[config.mk]
export PLATFORM = sky130hd
export DESIGN_NAME = fifo_sync_buf
export DESIGN_NICKNAME = d
export VERILOG_FILES = /design/src/rtl/fifo_sync_buf_pkg.sv /design/src/rtl/fifo_dp_ram.sv /design/src/rtl/fifo_sync_buf.sv
export SDC_FILE = /design/constraint.sdc
export NUM_CORES = 1
export LEC_CHECK = 0
export CORE_UTILIZATION = 50
export DETAILED_ROUTE_END_ITERATION = 6
export GPL_TIMING_DRIVEN = 0
export HOLD_SLACK_MARGIN = 0.06
export PLACE_DENSITY = 0.74
export RECOVER_POWER = 50
export SYNTH_ARGS = -nofsm -noshare
export SYNTH_HDL_FRONTEND = slang
export SYNTH_SLANG_ARGS = --single-unit
[constraint.sdc]
create_clock -name iClk -period 5.2 [get_ports iClk]
set_input_delay 1.56 -clock iClk [delete_from_list [all_inputs] [get_ports iClk]]
set_output_delay 1.56 -clock iClk [all_outputs]
set_load 0.03 [all_outputs]
[src/rtl/fifo_sync_buf_pkg.sv]
// Shared types for the synchronous FIFO buffer.
// Provides the occupancy-update encoding and the helper that derives it
// from the accepted write/read pair of a cycle.
package fifo_sync_buf_pkg;

  // Occupancy change applied in one cycle
  typedef enum logic [1:0] {
    CNT_HOLD = 2'd0,
    CNT_INC  = 2'd1,
    CNT_DEC  = 2'd2
  } cnt_op_e;

  // Simultaneous accepted write and read cancel out
  function automatic cnt_op_e cnt_op(input logic wr_acc, input logic rd_acc);
    cnt_op_e op;
    case ({wr_acc, rd_acc})
      2'b10:   op = CNT_INC;
      2'b01:   op = CNT_DEC;
      default: op = CNT_HOLD;
    endcase
    return op;
  endfunction

endpackage

[src/rtl/fifo_dp_ram.sv]
// Simple dual-port RAM: one write port, one registered read port.
// Ports:
//   clk_i    clock
//   rst_ni   async active-low reset (read register only, array is not reset)
//   we_i     write enable, waddr_i / wdata_i write address / data
//   re_i     read enable, raddr_i read address
//   rdata_o  registered read data, holds while re_i is low
module fifo_dp_ram #(
  parameter int unsigned DATA_W = 16,
  parameter int unsigned ADDR_W = 4
) (
  input  logic              clk_i,
  input  logic              rst_ni,
  input  logic              we_i,
  input  logic [ADDR_W-1:0] waddr_i,
  input  logic [DATA_W-1:0] wdata_i,
  input  logic              re_i,
  input  logic [ADDR_W-1:0] raddr_i,
  output logic [DATA_W-1:0] rdata_o
);

  localparam int unsigned DEPTH = 1 << ADDR_W;

  logic [DATA_W-1:0] mem_q [DEPTH];
  logic [DATA_W-1:0] rdata_q;

  // Storage array
  always_ff @(posedge clk_i) begin
    if (we_i) begin
      mem_q[waddr_i] <= wdata_i;
    end
  end

  // Registered read port
  always_ff @(posedge clk_i or negedge rst_ni) begin
    if (!rst_ni) begin
      rdata_q <= '0;
    end else if (re_i) begin
      rdata_q <= mem_q[raddr_i];
    end
  end

  assign rdata_o = rdata_q;

endmodule

[src/rtl/fifo_sync_buf.sv]
// Single-clock synchronous FIFO buffer with occupancy flags and sticky
// overflow/underflow errors.
// Ports:
//   iClk, iRst_N              clock, async active-low reset
//   iWr_En, iWr_Data          write request / data
//   iRd_En                    read request
//   iClr_Err                  clears sticky error flags (set wins)
//   oRd_Data, oRd_Valid       registered read data, valid one cycle after iRd_En
//   oEmpty, oFull             count == 0 / count == DEPTH
//   oAlmost_Empty/_Full       count <= AE_LEVEL / count >= AF_LEVEL
//   oCount                    occupancy 0..DEPTH
//   oOverflow, oUnderflow     sticky write-while-full / read-while-empty
module fifo_sync_buf
  import fifo_sync_buf_pkg::*;
#(
  parameter int unsigned DATA_W   = 16,
  parameter int unsigned ADDR_W   = 4,
  parameter int unsigned AF_LEVEL = 12,
  parameter int unsigned AE_LEVEL = 4
) (
  input  logic              iClk,
  input  logic              iRst_N,
  input  logic              iWr_En,
  input  logic [DATA_W-1:0] iWr_Data,
  input  logic              iRd_En,
  input  logic              iClr_Err,
  output logic [DATA_W-1:0] oRd_Data,
  output logic              oRd_Valid,
  output logic              oEmpty,
  output logic              oFull,
  output logic              oAlmost_Empty,
  output logic              oAlmost_Full,
  output logic [ADDR_W:0]   oCount,
  output logic              oOverflow,
  output logic              oUnderflow
);

  localparam int unsigned DEPTH = 1 << ADDR_W;
  localparam int unsigned CNT_W = ADDR_W + 1;

  localparam logic [CNT_W-1:0] CNT_FULL = CNT_W'(DEPTH);
  localparam logic [CNT_W-1:0] CNT_AF   = CNT_W'(AF_LEVEL);
  localparam logic [CNT_W-1:0] CNT_AE   = CNT_W'(AE_LEVEL);

  if (!((AE_LEVEL < AF_LEVEL) && (AF_LEVEL <= DEPTH))) begin : g_bad_levels
    $error("fifo_sync_buf: need 0 <= AE_LEVEL < AF_LEVEL <= DEPTH");
  end

  logic [ADDR_W-1:0] wr_ptr_q, wr_ptr_d;
  logic [ADDR_W-1:0] rd_ptr_q, rd_ptr_d;
  logic [CNT_W-1:0]  count_q, count_d;
  logic              empty_q, empty_d;
  logic              full_q, full_d;
  logic              ae_q, ae_d;
  logic              af_q, af_d;
  logic              rd_valid_q, rd_valid_d;
  logic              ovf_q, ovf_d;
  logic              uvf_q, uvf_d;
  logic              wr_acc, rd_acc;

  // Acceptance is gated by the registered flags only
  assign wr_acc = iWr_En & ~full_q;
  assign rd_acc = iRd_En & ~empty_q;

  // Next-state: pointers, occupancy, flags from next count, sticky errors
  always_comb begin
    wr_ptr_d   = wr_ptr_q;
    rd_ptr_d   = rd_ptr_q;
    count_d    = count_q;
    rd_valid_d = rd_acc;

    if (wr_acc) wr_ptr_d = wr_ptr_q + ADDR_W'(1);
    if (rd_acc) rd_ptr_d = rd_ptr_q + ADDR_W'(1);

    unique case (cnt_op(wr_acc, rd_acc))
      CNT_INC: count_d = count_q + CNT_W'(1);
      CNT_DEC: count_d = count_q - CNT_W'(1);
      default: count_d = count_q;
    endcase

    empty_d = (count_d == '0);
    full_d  = (count_d == CNT_FULL);
    ae_d    = (count_d <= CNT_AE);
    af_d    = (count_d >= CNT_AF);

    // Set has priority over clear
    ovf_d = (iWr_En & full_q)  | (ovf_q & ~iClr_Err);
    uvf_d = (iRd_En & empty_q) | (uvf_q & ~iClr_Err);
  end

  // State registers
  always_ff @(posedge iClk or negedge iRst_N) begin
    if (!iRst_N) begin
      wr_ptr_q   <= '0;
      rd_ptr_q   <= '0;
      count_q    <= '0;
      empty_q    <= 1'b1;
      full_q     <= 1'b0;
      ae_q       <= 1'b1;
      af_q       <= 1'b0;
      rd_valid_q <= 1'b0;
      ovf_q      <= 1'b0;
      uvf_q      <= 1'b0;
    end else begin
      wr_ptr_q   <= wr_ptr_d;
      rd_ptr_q   <= rd_ptr_d;
      count_q    <= count_d;
      empty_q    <= empty_d;
      full_q     <= full_d;
      ae_q       <= ae_d;
      af_q       <= af_d;
      rd_valid_q <= rd_valid_d;
      ovf_q      <= ovf_d;
      uvf_q      <= uvf_d;
    end
  end

  // Read data register lives in the RAM read port and holds between reads
  fifo_dp_ram #(
    .DATA_W (DATA_W),
    .ADDR_W (ADDR_W)
  ) u_ram (
    .clk_i   (iClk),
    .rst_ni  (iRst_N),
    .we_i    (wr_acc),
    .waddr_i (wr_ptr_q),
    .wdata_i (iWr_Data),
    .re_i    (rd_acc),
    .raddr_i (rd_ptr_q),
    .rdata_o (oRd_Data)
  );

  assign oRd_Valid     = rd_valid_q;
  assign oEmpty        = empty_q;
  assign oFull         = full_q;
  assign oAlmost_Empty = ae_q;
  assign oAlmost_Full  = af_q;
  assign oCount        = count_q;
  assign oOverflow     = ovf_q;
  assign oUnderflow    = uvf_q;

endmodule

## Word-level counts from Yosys, hierarchy flattened

Memory sizes are Yosys's and may differ from the RTL's. A register that Yosys moved wholly into a read port is not among the register bits.
Index checks and enable logic that the tools add are counted.

| storage, ports and cells | value |
|---|---|
| logic and storage cells | 39 |
| bits in registers | 20 |
| RAM bits | 256 |
| memories | 1 |
| bits of input ports | 21 |

| operators by class | value |
|---|---|
| $add $sub $neg | 4 |
| equality and inequality tests | 5 |
| bitwise logic cells | 11 |
| $lt $le $gt $ge | 2 |
| reduce and logical (&&, ||, !) cells | 2 |
| mux-type cells | 4 |

Memory list:

| memory | depth | bits a word | read ports | clocked after memory_dff | wr ports | line | RTL |
|---|---|---|---|---|---|---|---|
| u_ram.mem_q | 16 | 16 | 1 | 1 | 1 | fifo_dp_ram.sv:24 | `logic [DATA_W-1:0] mem_q [DEPTH];` |

Operators by type and width:

| cell | count |
|---|---|
| $pmux 5 s2 | 1 |
| $add 4x1->4 const B | 2 |
| $and 1x1->1 | 6 |
| $add 5x1->5 const B | 1 |
| $eq 5x5->1 const B | 1 |
| $ge 5x4->1 const B | 1 |
| $le 5x3->1 const B | 1 |
| $logic_not 5->1 | 1 |
| $sub 5x1->5 const B | 1 |
| $eq 2x1->1 const B | 2 |
| $eq 2x2->1 const B | 2 |
| $pmux 2 s2 | 1 |
| $not 1->1 | 3 |
| $mux 1 | 2 |
| $or 1x1->1 | 2 |
| $logic_not 1->1 | 1 |

## Depth between registers and ports, before layout

| depth | value |
|---|---|
| depth in word-level cells | 7 |
| depth in mapped cells | 11 |
| gate-level depth less buffers | 10 |

## Hierarchy

From an unflattened synthesis, not the netlist that was laid out.

| unflattened totals | value |
|---|---|
| cell total of the unflattened synthesis | 536 |
| area total of the unflattened synthesis | 11417.2 um^2 |

Modules (own cells, without submodules):

| module | area an instance (um^2) | instances | cells each |
|---|---|---|---|
| fifo_dp_ram | 10458.8 | 1 | 452 |
| fifo_sync_buf | 958.4 | 1 | 84 |

## Least setup slack after synthesis

Ideal clock, no wire load.

| timing path | value |
|---|---|
| path kind | input to register |
| start | input port iRd_En |
| end | register full_q, in the netlist oFull |
| buffers on the path | 3 |
| library setup time | 0.095 ns |
| setup slack | 1.496 ns |
| required time | 5.105 ns |
| arrival time | 3.609 ns |
| stages | 11 |
| cells stage by stage | nand2b_1 buf_6 clkbuf_1 buf_1 inv_1 ha_1 nor3b_1 a31oi_1 a221oi_2 xor2_2 nor4b_2 |

| on the way | value |
|---|---|
| cells in the longest elaborated chain, start to end | 6 |

RTL lines:

| element | line | RTL |
|---|---|---|
| start: declaration | fifo_sync_buf.sv:25 | `input logic iRd_En,` |
| $and 1x1->1 * | fifo_sync_buf.sv:63 | `assign rd_acc = iRd_En & ~empty_q;` |
| $eq 2x1->1 or $eq 2x2->1 (tied branches) | fifo_sync_buf_pkg.sv:16 | `case ({wr_acc, rd_acc})` |
| $pmux 2 s2 * | fifo_sync_buf_pkg.sv:16 |  |
| $eq 2x2->1 or $eq 2x1->1 (tied branches) | fifo_sync_buf.sv:75 | `unique case (cnt_op(wr_acc, rd_acc))` |
| $pmux 5 s2 * | fifo_sync_buf.sv:75 |  |
| named net count_d[4] | fifo_sync_buf.sv:51 | `logic [CNT_W-1:0] count_q, count_d;` |
| $eq 5x5->1 * | fifo_sync_buf.sv:82 | `full_d = (count_d == CNT_FULL);` |
| named net full_d | fifo_sync_buf.sv:53 | `logic full_q, full_d;` |
| end signal: assignment | fifo_sync_buf.sv:109 | `full_q <= full_d;` |
| end: declaration | fifo_sync_buf.sv:53 |  |

The timed path passes the listed nets; every way through them passes the cells marked *.
A chain may end at the register's enable or synchronous reset.

## Worst setup path after layout

Same ends and word-level chain as after synthesis.

==> results.sh <==
export IMPL_place_port_buffers=48
export IMPL_clkSinkCount=292
export IMPL_async_reset_ff_share_pct=12.3
export IMPL_grt_pass1_vias=5849
export IMPL_finalCritPeriodShare_pct=88.1
export IMPL_rsz0062_at_grt="no"
export IMPL_htreeDepth=1
export IMPL_ioPinCount=49
export IMPL_wire_per_inst_microns=24.6
export IMPL_insertion_delay_ns=0.54
export IMPL_crit_slowest_cell="buf_1"
export IMPL_post_cts_resize_count=0
export IMPL_grt_max_degree=27
export IMPL_clk_pin_slew_ns=0.06
export IMPL_start_util_pct=51.5
export IMPL_grt_met1_usage_pct=25.8
export IMPL_cpPeakStageDelay_ns=0.60
export IMPL_ys_flop_type="edfxtp_1"
export IMPL_drc_errors=0
export IMPL_synthDistinctLibCells=44
export IMPL_syn_inst=537
export IMPL_wl_microns=22600
export IMPL_dieWidth_microns=153
export IMPL_drive_gt1_share_pct=23.1
export IMPL_placeableCoreArea_sq_um=22000
export IMPL_die_height_microns=153
export IMPL_post_route_min_period_ns=4.58
export IMPL_area_delta_synth_final_pct=15.4
export IMPL_antenna_found_initial=0
export IMPL_worst_path_buf_inv=5
export IMPL_viasPerCell=5.91
export IMPL_cts_tree="done"
export IMPL_drv_slew=27
export IMPL_drt_pass1_iterations=7
export IMPL_cp_data_arrival_time_ns=5.03
export IMPL_cts_hold_buffers=0
export IMPL_clk_path_buf_depth=3
export IMPL_diodes=0
export IMPL_status="finished with violations"
export IMPL_crit_chain="dlygate4sd3_1 > nand2b_1 > buf_6 > clkbuf_1 > buf_1 > inv_1 > ha_1 > nor3b_1 > a31oi_1 > a221oi_2 > xor2_2 > nor4b_2"
export IMPL_relSlewSlack_pct=-8.11
export IMPL_fmax_mhz=218
export IMPL_crit_fanout=10
export IMPL_hold_viol_final=0
export IMPL_finalSetupViolCount=0
export IMPL_end_kind="flip-flop"
export IMPL_crit_type="in2reg"
export IMPL_syn_nets=565
export IMPL_fin_hold_ws_ns=0.512
export IMPL_p_leak_nw=4.34
export IMPL_routed_via_count=5422
export IMPL_fp_row_count=54
export IMPL_synth_edff_count=256
export IMPL_powerDensity_nw_per_um2=560
export IMPL_timing_setup_tns_ns=0
export IMPL_syn_area_per_cell_sq_um=21.1
export IMPL_violations="max-capacitance violations, max-slew violations"
export IMPL_nets=644
export IMPL_multiInputGateArea_sq_um=2570
export IMPL_antenna_left=0
export IMPL_ys_seq_elements=292
export IMPL_start_kind="input port"
export IMPL_cpLargestDelayFamily="buffers and inverters"
export IMPL_cap_violations=1
export IMPL_gp_congestion=0.792
export IMPL_grt_use_total_pct=20.2
export IMPL_die_area_sq_um=23300
export IMPL_synthesis_area_sq_um=11400
export IMPL_worst_slew_pin_transition_ns=1.62
export IMPL_grt_overflow_total=0
export IMPL_regArea_sq_um=8590
export IMPL_irDropWorstVdd_mv=0.252
export IMPL_cts_root_buffer="clkbuf_16"
export IMPL_crit_required_ns=5.64
export IMPL_cts_buffers=28
export IMPL_dr_first_iter_drc_count=533
export IMPL_ys_seq_area_share_pct=75.7
export IMPL_min_path_type="reg2reg"
export IMPL_n_fill_cell=1534
export IMPL_grt_first_pass_wirelength_microns=34500
export IMPL_hpwl_microns=13500
export IMPL_postCtsSetupBuffers=0
export IMPL_busiest_layer="met2"
export IMPL_grt_use_met2_pct=35.6
export IMPL_fin_worst_skew_ns=0.0153
export IMPL_synth_warnings=0
export IMPL_grt_use_met3_pct=3.50
## layer usage
layer / vias up / part of all wire (%)
li1: 2368 / -
met1: 2843 / 41
met2: 175 / 52
met3: 36 / 5.6
met4: 0 / 1.7
met5: - / 0
## state kept, by name, summed over array words and instances, names as in the netlist
signal / count
oFull: 1
oRd_Valid: 1
oAlmost_Empty: 1
oOverflow: 1
u_ram.mem_q: 256
wr_ptr_q: 4
oEmpty: 1
u_ram.rdata_o: 16
rd_ptr_q: 4
oCount: 5
oUnderflow: 1
oAlmost_Full: 1
## metrics by stage
step	std cells	instance area, sq um	total power, W	util (%)	setup slack (ns)
2_1_floorplan	537	11400	0.00467	-	1.50
3_3_place_gp	865	12200	0.00531	55.3	0.373
3_5_place_dp	866	12200	0.00540	55.4	0.276
4_1_cts	917	13100	0.00740	59.6	0.785
5_1_grt	917	13100	0.00764	59.5	0.374
6_report	917	13100	0.00733	59.5	0.618
## where the power goes
group	internal [W]	total [W]	leakage, nW	switching (W)
registers	0.00290	0.00305	2.75	0.000147
logic	0.00105	0.00228	1.14	0.00124
clock network	0.00115	0.00200	0.447	0.000848
total	0.00510	0.00733	4.34	0.00223
## synth_stat cells (4+ instances only)
| cell | n | area share, % |
|---|---|---|
| clkbuf_1 | 8 | 0.26 |
| buf_6 | 5 | 0.50 |
| xnor2_1 | 8 | 0.62 |
| and2_1 | 16 | 0.88 |
| ha_1 | 7 | 0.77 |
| nor2_1 | 7 | 0.23 |
| a221o_1 | 4 | 0.35 |
| nand2_1 | 11 | 0.36 |
| edfxtp_1 | 256 | 68 |
| mux4_2 | 64 | 13 |
| o21ai_0 | 13 | 0.57 |
| dfrtp_1 | 34 | 7.5 |
| buf_2 | 7 | 0.31 |
| mux2i_1 | 16 | 1.4 |
| mux2_2 | 17 | 1.7 |
| inv_1 | 6 | 0.20 |
| a22oi_1 | 12 | 0.79 |
## cell type report
cell class | instances | share of cell area [%]
clock inverters | 14 | 1.13
inverters | 8 | 0.229
clock buffers | 37 | 5.91
well taps | 280 | 2.68
flip-flops and latches | 292 | 65.6
repair buffers | 49 | 3.65
multi-input cells | 210 | 19.6
plain buffers | 27 | 1.17
## cell families (layout without fill, tap and decap cells)
logic type,count (synthesis),count (layout),synth area share (%)
flip-flops,292,292,75.7
multiplexers,97,97,15.8
AND/OR/NAND/NOR,51,51,2.55
AO/OA/AOI/OAI,44,44,2.63
buffers and inverters,35,135,1.68
XOR/XNOR,11,11,0.915
adder cells (fa/ha/maj),7,7,0.771
## cell usage in the layout, fill, tap and decap left out, types with 12 or more instances in the layout
master and instances:
mux2_2 17, mux2i_1 16, clkbuf_16 28, dlygate4sd3_1 18, a22oi_1 12, dfrtp_1 34
o21ai_0 13, and2_1 16, mux4_2 64, clkdlybuf4s50_1 29, edfxtp_1 256, clkbuf_1 16
## worst paths after layout
path,startpoint,to,slack [ns],cells after the start
setup / recovery,iRd_En,oFull,0.62,12
setup reg to reg,oEmpty,oFull,1.65,11
hold reg to reg,rd_ptr_q[3],rd_ptr_q[3],0.51,1
hold / removal,rd_ptr_q[3],rd_ptr_q[3],0.51,1
min in group asynchronous,iRst_N,u_ram.rdata_o[2],1.06,1
max in group asynchronous,iRst_N,wr_ptr_q[3],2.18,2
Note: power is estimated with default switching activity, not from simulation.
